File: src/rtl/cpu_step_pkg.sv
// Shared types and helpers for the CPU clock-enable scheduler.
package cpu_step_pkg;

  // Scheduler state; encoding is visible on state_o.
  typedef enum logic [1:0] {
    HALT  = 2'd0,
    RUN   = 2'd1,
    STEP  = 2'd2,
    BREAK = 2'd3
  } state_t;

  // Cycles between enable pulses for a given run-rate selection.
  function automatic int unsigned rate_div(input logic [1:0] rate_sel,
                                           input int unsigned clk_hz);
    int unsigned div;
    case (rate_sel)
      2'd0:    div = clk_hz;
      2'd1:    div = clk_hz / 10;
      2'd2:    div = clk_hz / 1000;
      default: div = 1;
    endcase
    return div;
  endfunction

endpackage

File: src/rtl/cpu_step_ctrl_btn_debounce.sv
// Push-button conditioner: 2-FF synchronizer, stable-count debouncer and
// a one-cycle pulse on each rising edge of the debounced level.
module btn_debounce #(
  parameter int unsigned DEB_CYCLES = 1_000_000
) (
  input  logic clk_in,
  input  logic reset,
  input  logic btn_raw,
  output logic step_p
);

  localparam int unsigned DEB_W = (DEB_CYCLES > 1) ? $clog2(DEB_CYCLES) : 1;
  localparam logic [DEB_W-1:0] DEB_LAST = DEB_W'(DEB_CYCLES - 1);

  logic [1:0]       sync_q;
  logic             btn_s;
  logic             level_q;
  logic [DEB_W-1:0] stable_cnt;

  assign btn_s = sync_q[1];

  // Bring the raw button into the clk_in domain.
  always_ff @(posedge clk_in or posedge reset) begin
    if (reset) begin
      sync_q <= 2'b00;
    end else begin
      sync_q <= {sync_q[0], btn_raw};
    end
  end

  // Level changes only after DEB_CYCLES consecutive differing samples; any
  // sample equal to the current level restarts the count.
  always_ff @(posedge clk_in or posedge reset) begin
    if (reset) begin
      level_q    <= 1'b0;
      stable_cnt <= '0;
      step_p     <= 1'b0;
    end else begin
      step_p <= 1'b0;
      if (btn_s == level_q) begin
        stable_cnt <= '0;
      end else if (stable_cnt == DEB_LAST) begin
        level_q    <= btn_s;
        stable_cnt <= '0;
        step_p     <= btn_s;
      end else begin
        stable_cnt <= stable_cnt + DEB_W'(1);
      end
    end
  end

endmodule

File: src/rtl/cpu_step_ctrl.sv
// Clock-enable scheduler for the pipelined CPU: free-run at a selectable
// rate, single-step from a button, halt, or breakpoint halt.
module cpu_step_ctrl
  import cpu_step_pkg::*;
#(
  parameter int unsigned CLK_HZ     = 100_000_000,
  parameter int unsigned DEB_CYCLES = 1_000_000
) (
  input  logic        clk_in,
  input  logic        reset,
  input  logic        sw_run,
  input  logic        btn_step,
  input  logic [1:0]  rate_sel,
  input  logic        halt_req,
  output logic        cpu_en,
  output logic [1:0]  state_o,
  output logic [31:0] cycle_count
);

  localparam int unsigned CNT_W = (CLK_HZ > 1) ? $clog2(CLK_HZ) : 1;

  logic [1:0]       run_sync_q;
  logic             run_s;
  logic             step_p;
  logic [1:0]       rate_q;
  logic [CNT_W-1:0] cnt;
  logic [CNT_W-1:0] div_m1;
  state_t           state;

  assign run_s   = run_sync_q[1];
  assign state_o = state;

  // Bring the run switch into the clk_in domain.
  always_ff @(posedge clk_in or posedge reset) begin
    if (reset) begin
      run_sync_q <= 2'b00;
    end else begin
      run_sync_q <= {run_sync_q[0], sw_run};
    end
  end

  btn_debounce #(
    .DEB_CYCLES(DEB_CYCLES)
  ) u_btn_debounce (
    .clk_in (clk_in),
    .reset  (reset),
    .btn_raw(btn_step),
    .step_p (step_p)
  );

  // Terminal tick count for the registered rate selection.
  always_comb begin
    div_m1 = CNT_W'(rate_div(rate_q, CLK_HZ) - 32'd1);
  end

  // Scheduler FSM with tick counter, enable pulse and pulse counter.
  always_ff @(posedge clk_in or posedge reset) begin
    if (reset) begin
      state       <= HALT;
      cnt         <= '0;
      cpu_en      <= 1'b0;
      cycle_count <= 32'd0;
      rate_q      <= 2'd0;
    end else begin
      rate_q <= rate_sel;
      cpu_en <= 1'b0;
      cnt    <= '0;
      case (state)
        HALT: begin
          if (run_s) begin
            state <= RUN;
          end else if (step_p) begin
            state       <= STEP;
            cpu_en      <= 1'b1;
            cycle_count <= cycle_count + 32'd1;
          end
        end
        RUN: begin
          if (halt_req) begin
            state <= BREAK;
          end else if (!run_s) begin
            state <= HALT;
          end else if (rate_sel != rate_q) begin
            cnt <= '0;
          end else if (cnt == div_m1) begin
            cpu_en      <= 1'b1;
            cycle_count <= cycle_count + 32'd1;
          end else begin
            cnt <= cnt + CNT_W'(1);
          end
        end
        STEP: begin
          state <= HALT;
        end
        BREAK: begin
          if (!run_s) begin
            state <= HALT;
          end
        end
        default: begin
          state <= HALT;
        end
      endcase
    end
  end

endmodule

File: config.mk
export PLATFORM = sky130hd
export DESIGN_NAME = cpu_step_ctrl
export DESIGN_NICKNAME = d
export VERILOG_FILES = /design/src/rtl/cpu_step_pkg.sv /design/src/rtl/cpu_step_ctrl_btn_debounce.sv /design/src/rtl/cpu_step_ctrl.sv
export SDC_FILE = /design/constraint.sdc
export NUM_CORES = 1
export LEC_CHECK = 0
export CAP_MARGIN = 0
export CORE_ASPECT_RATIO = 0.7
export CORE_MARGIN = 5
export CORE_UTILIZATION = 54
export CTS_CLUSTER_DIAMETER = 120
export DETAILED_ROUTE_END_ITERATION = 6
export GPL_TIMING_DRIVEN = 0
export PLACE_DENSITY_LB_ADDON = 0.08
export SLEW_MARGIN = 30
export SYNTH_ARGS = -nofsm -noshare
export SYNTH_HDL_FRONTEND = slang
export SYNTH_HIERARCHICAL = 1
export SYNTH_SLANG_ARGS = --single-unit
File: constraint.sdc
create_clock -name clk_in -period 2.9 [get_ports clk_in]
set_input_delay 0.29 -clock clk_in [delete_from_list [all_inputs] [get_ports clk_in]]
set_output_delay 0.29 -clock clk_in [all_outputs]
set_load 0.02 [all_outputs]
Word-level counts from Yosys, hierarchy flattened --
Cells that the tools add are included.
Cells by class: divide/modulo/power cells 0, reduce and logical (&&, ||, !) cells 5, add/subtract/negate cells 4, multiplexer cells 29, order comparisons 0, bitwise logic cells 1, $mul 0, eq/ne operators 16, shift-type cells 0
Operators with widths (count):
- $mux 32 | 6
- $mux 27 | 5
- $pmux 27 s3 | 1
- $pmux 32 s2 | 1
- $mux 20 | 2
- $add 32x1->32 const B | 1
- $add 27x1->27 const B | 1
- $eq 27x27->1 | 1
- $sub 27x1->27 const B | 1
- $add 20x1->20 const B | 1
- $eq 20x20->1 const B | 1
- $ne 2x2->1 const B | 5
- $mux 1 | 8
- $mux 2 | 4
- $pmux 2 s4 | 1
- $reduce_and 7->1 | 1
- $eq 2x2->1 const B | 3
- $eq 2x1->1 const B | 2
- $logic_not 2->1 | 2
- $ne 3x2->1 const B | 1
- $ne 2x1->1 const B | 1
- $ne 2x2->1 | 1
- $pmux 1 s2 | 1
- $reduce_and 2->1 | 1
- other kinds (3) | 3
Storage, ports and cells: register bits after elaboration 90, latch bits 0, output and inout port bits 35, input bits 7, memory bits (read-only) 0, bits in writable memories 0, word-level logic and storage cells 65, memories 0

Longest topological paths before layout --
depth after elaboration 9, depth in mapped cells 11

By module --
The synthesis kept the hierarchy.
By module, submodules not included:
- cpu_step_ctrl | cells each 321, times used 1, area an instance 3315.7 sq um, sequential area each 1651.6 sq um
- btn_debounce | cells each 108, times used 1, area an instance 1188.6 sq um, sequential area each 600.6 sq um

Worst setup path before layout --
OpenSTA, ideal clock, no wires.
path type register -> register, start point register rate_q[0], end point register cycle_count[1], path slack 0.358 ns, required time 2.772 ns, clock period less this slack 2.542 ns, buffers on the path 0, stages on the path, launching flop included 9, data arrival time 2.414 ns, path through dfrtp_1 inv_1 ha_1 xor2_1 or4_1 a2111o_1 a22oi_2 nand2_1 mux2_1
On the way: longest elaborated chain between the ends 6, elaborated cells on any way between the ends 10, those cells by class add/sub: 1; eq/ne: 6; mux: 1; reduce/logical: 2
RTL lines:
- start, declared | line cpu_step_ctrl.sv:25 | logic [1:0] rate_q;
- start signal, assigned | line cpu_step_ctrl.sv:65 | rate_q <= rate_sel;
- $eq 2x2->1, or another cell as far along | line cpu_step_pkg.sv:16 | case (rate_sel)
- $pmux 27 s3 | line cpu_step_pkg.sv:16
- $sub 27x1->27 | line cpu_step_ctrl.sv:53 | div_m1 = CNT_W'(rate_div(rate_q, CLK_HZ) - 32'd1);
- $eq 27x27->1 | line cpu_step_ctrl.sv:85 | end else if (cnt == div_m1) begin
- $ne 2x2->1 (no source line)
- $reduce_and 7->1 (no source line) *
- end signal, assigned | line cpu_step_ctrl.sv:75 | cycle_count <= cycle_count + 32'd1;
- end signal, assigned | line cpu_step_ctrl.sv:87 | cycle_count <= cycle_count + 32'd1;
- end, declared | line cpu_step_ctrl.sv:17 | output logic [31:0] cycle_count
Mark *: on every way between the ends. The rest lies on a longest branch, timed or not. A chain may end at the register's enable or synchronous reset.

Worst setup path after layout --
start point register rate_q[0], end point register cycle_count[4]
Same word-level chain as after synthesis.

==> impl_metrics.yaml <==
cts:
  clock_sink_total: 90
  clk_latency_ps: 340
  clockRootBuffer: "sky130_fd_sc_hd__clkbuf_16"
  cts_buffers: 9
  worst_setup_hold_path_clk_slew_ps: 70
  tritoncts: "built"
  clockBufferDepth: 2
  h_tree_lvls: 3
timing:
  timing_worst_slew_pin_value_ps: 618
  timing.setup.tns_ps: 0
  rsz0062_at_grt: "no"
  post-route-period-util_pct: 94.8
  skew_ps: 7.78
  timing.hold.ws_ps: 322
  layout_min_cycle_time_ps: 2750
  report.final.hold_viol_count: 0
  timing.max_slew.rel_slack_pct: 58.7
  max_freq_mhz: 364
  setup_viol: 0
  finalMaxSlewViolations: 0
yosys:
  synth_edf_count: 0
  distinct_cell_type_count_after_synthesis: 47
  synth_seq_area_share_pct: 50.0
  synth_nets: 445
  ys.flop_type: "sky130_fd_sc_hd__dfrtp_1"
  synth_largest_type_area_fraction_pct: 50.0
  synthesis.area_per_instance_sq_um: 10.5
  synth_cells: 429
  post_synth_main_area_contributors: "sky130_fd_sc_hd__dfrtp_1 50%, sky130_fd_sc_hd__xnor2_1 9.1%, sky130_fd_sc_hd__xor2_1 6.0%, sky130_fd_sc_hd__nor2_1 4.3%, sky130_fd_sc_hd__nand4_1 4.2%"
  postSynthRegisterBits: 90
  mappedNetlistArea_sq_um: 4500
  ys.warnings.count: 6
  synth_async_sr_flop_share_pct: 100
  synth.largest_area_cell: "sky130_fd_sc_hd__dfrtp_1"
final_layout:
  nNetsFinal: 498
  most_common_cell_after_layout_fill_and_taps_aside: "sky130_fd_sc_hd__dfrtp_1"
  area_delta_synth_final_pct: 20.0
  share_of_post_route_cells_with_drive_strength_above_1_pct: 8.01
  final_cell_mix: "89 x sky130_fd_sc_hd__dfrtp_1, 52 x sky130_fd_sc_hd__nor2_1, 47 x sky130_fd_sc_hd__xnor2_1, 41 x sky130_fd_sc_hd__clkdlybuf4s50_1, 31 x sky130_fd_sc_hd__xor2_1"
  antennaDiodeCount: 0
setup_path:
  crit_required_ps: 3120
  critical_path.endpoint: "cycle_count[4]"
  slowest_stage_cell_cp: "sky130_fd_sc_hd__a2111o_1"
  worstPathArrival_ps: 2970
  cp_top_family: "compound AO/OA/AOI/OAI gates"
  timing.critical_path.depth: 9
  critical_path.max_fanout: 10
  rr_worst_depth: 9
  critPathMaxStageDelay_ps: 500
  critical_path.startpoint_type: "register"
  critical_path.reg2reg.startpoint: "rate_q[0]"
  crit_chain: "inv_1 -> ha_1 -> xor2_1 -> or4_1 -> a2111o_1 -> a22oi_2 -> buf_4 -> nand4_1 -> xnor2_1"
  timing.critical_path.from: "rate_q[0]"
  worstReg2RegEnd: "cycle_count[4]"
  endpoint_kind: "register"
  combined_buffer_and_inverter_count_along_the_critical_path: 2
  path_class: "register to register"
  worst-r2r-setup-slack_ps: 150
global_route:
  antenna_violations_before_repair: 0
  largest_net_degree_at_the_start_of_global_routing: 42
  grt.overflow.total: 0
  global_route_wire_length_before_repair_um: 16000
  first_global_vias: 3226
  grt_usage_pct: 19.3
route:
  num_vias: 3265
  dr_wl_met2_um: 3870
  drt-initial-drc-count: 219
  met3RoutedLength_um: 467
  remaining_drc_errors: 0
  maxUsedRoutingLayer: "met4"
  drt-wirelength-per-cell_um: 15.4
  antenna_violating_nets_remaining: 0
  via_density: 5.55
  drt_pre_antenna_iters: 4
  drt-met1-wl_um: 4590
  drt-total-wl_um: 9040
placed_design:
  final_weighted_congestion_of_routability_driven_global_placement: 0.819
  dp.final_hpwl_um: 6440
  count_of_input_and_output_buffers: 41
status:
  status: "completed"
hold_path:
  worstHoldPathType: "input pin to async pin"
die:
  ios: 42
  start_util_pct: 56.3
  core_sq_um: 8010
  die_width_um: 119
  die_height_um: 86.4
  die_area_sq_um: 10300
  placement_rows: 27
job:
  max_cap_viol_count: 0
power:
  total_leakage_power_nw: 2.32
  power.density_nw_per_um2: 508
  ir_worst_vdd_mv: 0.348
  power.total_mw: 2.74
==> state kept, by name (all words and copies together) (netlist names), 2 cells and up <==
| register | flops |
|---|---|
| state_o | 2 |
| cnt | 27 |
| cycle_count | 32 |
| rate_q | 2 |
| u_btn_debounce/sync_q | 2 |
| run_sync_q | 2 |
| u_btn_debounce/stable_cnt | 20 |
==> cells by family after synthesis <==
group,Yosys count,synth area share [%]
adders and majority gates,9,2.50
xor gates and xnor gates,78,15.2
buffers and inverters,22,2.22
DFF,90,50.0
and+or+nand+nor,203,25.1
muxes,4,1.03
AOI/OAI and AO/OA,23,4.00
==> cell usage after synthesis (2+ instances only) <==
cell type	number
sky130_fd_sc_hd__nand3_1	27
sky130_fd_sc_hd__nor4_2	2
sky130_fd_sc_hd__o22ai_1	4
sky130_fd_sc_hd__o31ai_1	3
sky130_fd_sc_hd__xor2_1	31
sky130_fd_sc_hd__and2_1	5
sky130_fd_sc_hd__nor3b_1	2
sky130_fd_sc_hd__o21ai_0	3
sky130_fd_sc_hd__nor2b_1	3
sky130_fd_sc_hd__a21oi_1	6
sky130_fd_sc_hd__xnor2_1	47
sky130_fd_sc_hd__clkbuf_1	3
sky130_fd_sc_hd__dfrtp_1	90
sky130_fd_sc_hd__nand4_2	2
sky130_fd_sc_hd__and3_1	24
sky130_fd_sc_hd__nor3_1	6
sky130_fd_sc_hd__nor4_1	2
sky130_fd_sc_hd__ha_1	9
sky130_fd_sc_hd__or4_1	5
sky130_fd_sc_hd__nand2_1	23
sky130_fd_sc_hd__inv_1	13
sky130_fd_sc_hd__nand4_1	30
sky130_fd_sc_hd__and4_1	8
sky130_fd_sc_hd__buf_2	2
sky130_fd_sc_hd__nand3_2	2
sky130_fd_sc_hd__mux2i_1	2
sky130_fd_sc_hd__nor2_1	52
sky130_fd_sc_hd__buf_4	4
==> layer usage <==
| layer | track usage, % | vias up |
|---|---|---|
| met2 | 28.3 | 64 |
| met3 | 6.26 | 9 |
| met5 | 0 | - |
| li1 | - | 1621 |
| met1 | 27.7 | 1571 |
| met4 | 4.94 | 0 |
==> stage by stage <==
stage               instances  utilization [%]  setup WS [ps]  area [sq um]
floorplan                 429                -            358          4500
global placement          571             63.0           -204          5040
global route              588             67.5           6.78          5400
detailed placement        572             63.2           50.2          5060
CTS                       588             67.4           36.9          5390
finish                    588             67.5            152          5400
==> repair_timing <==
action	4_1_cts	5_1_grt
hold buffers	0	0
resized for setup	0	2
endpoints found under the setup margin	0	49
setup buffers	0	0
==> power by group <==
group / switching [mW] / internal (mW)
Combinational: 0.100 / 0.0682
Clock: 0.469 / 0.802
Sequential: 0.0289 / 1.28
Total: 0.599 / 2.15
==> layout make-up <==
type,instances,area [sq um]
plain buffers,9,51.3
clock buffers,12,256
clock inverters,4,73.8
fillers,639,2600
inverters,13,51.3
multi-input cells,317,2160
flip-flops and latches,90,2250
well taps,101,126
repair buffers,42,430
==> how the worst min path moves through the flow <==
stage / start / endpoint / slack, ps / cells past startpoint
6_report: reset / cnt[26] / 320 / 2
3_5_place_dp: u_btn_debounce/sync_q[0] / u_btn_debounce/sync_q[1] / 350 / 0
2_1_floorplan: reset / u_btn_debounce/level_q / 300 / 1
3_3_place_gp: u_btn_debounce/sync_q[0] / u_btn_debounce/sync_q[1] / 340 / 0
4_1_cts: reset / cnt[26] / 300 / 2
5_1_grt: reset / cnt[26] / 360 / 2
Power figures use the tool's default switching activity.
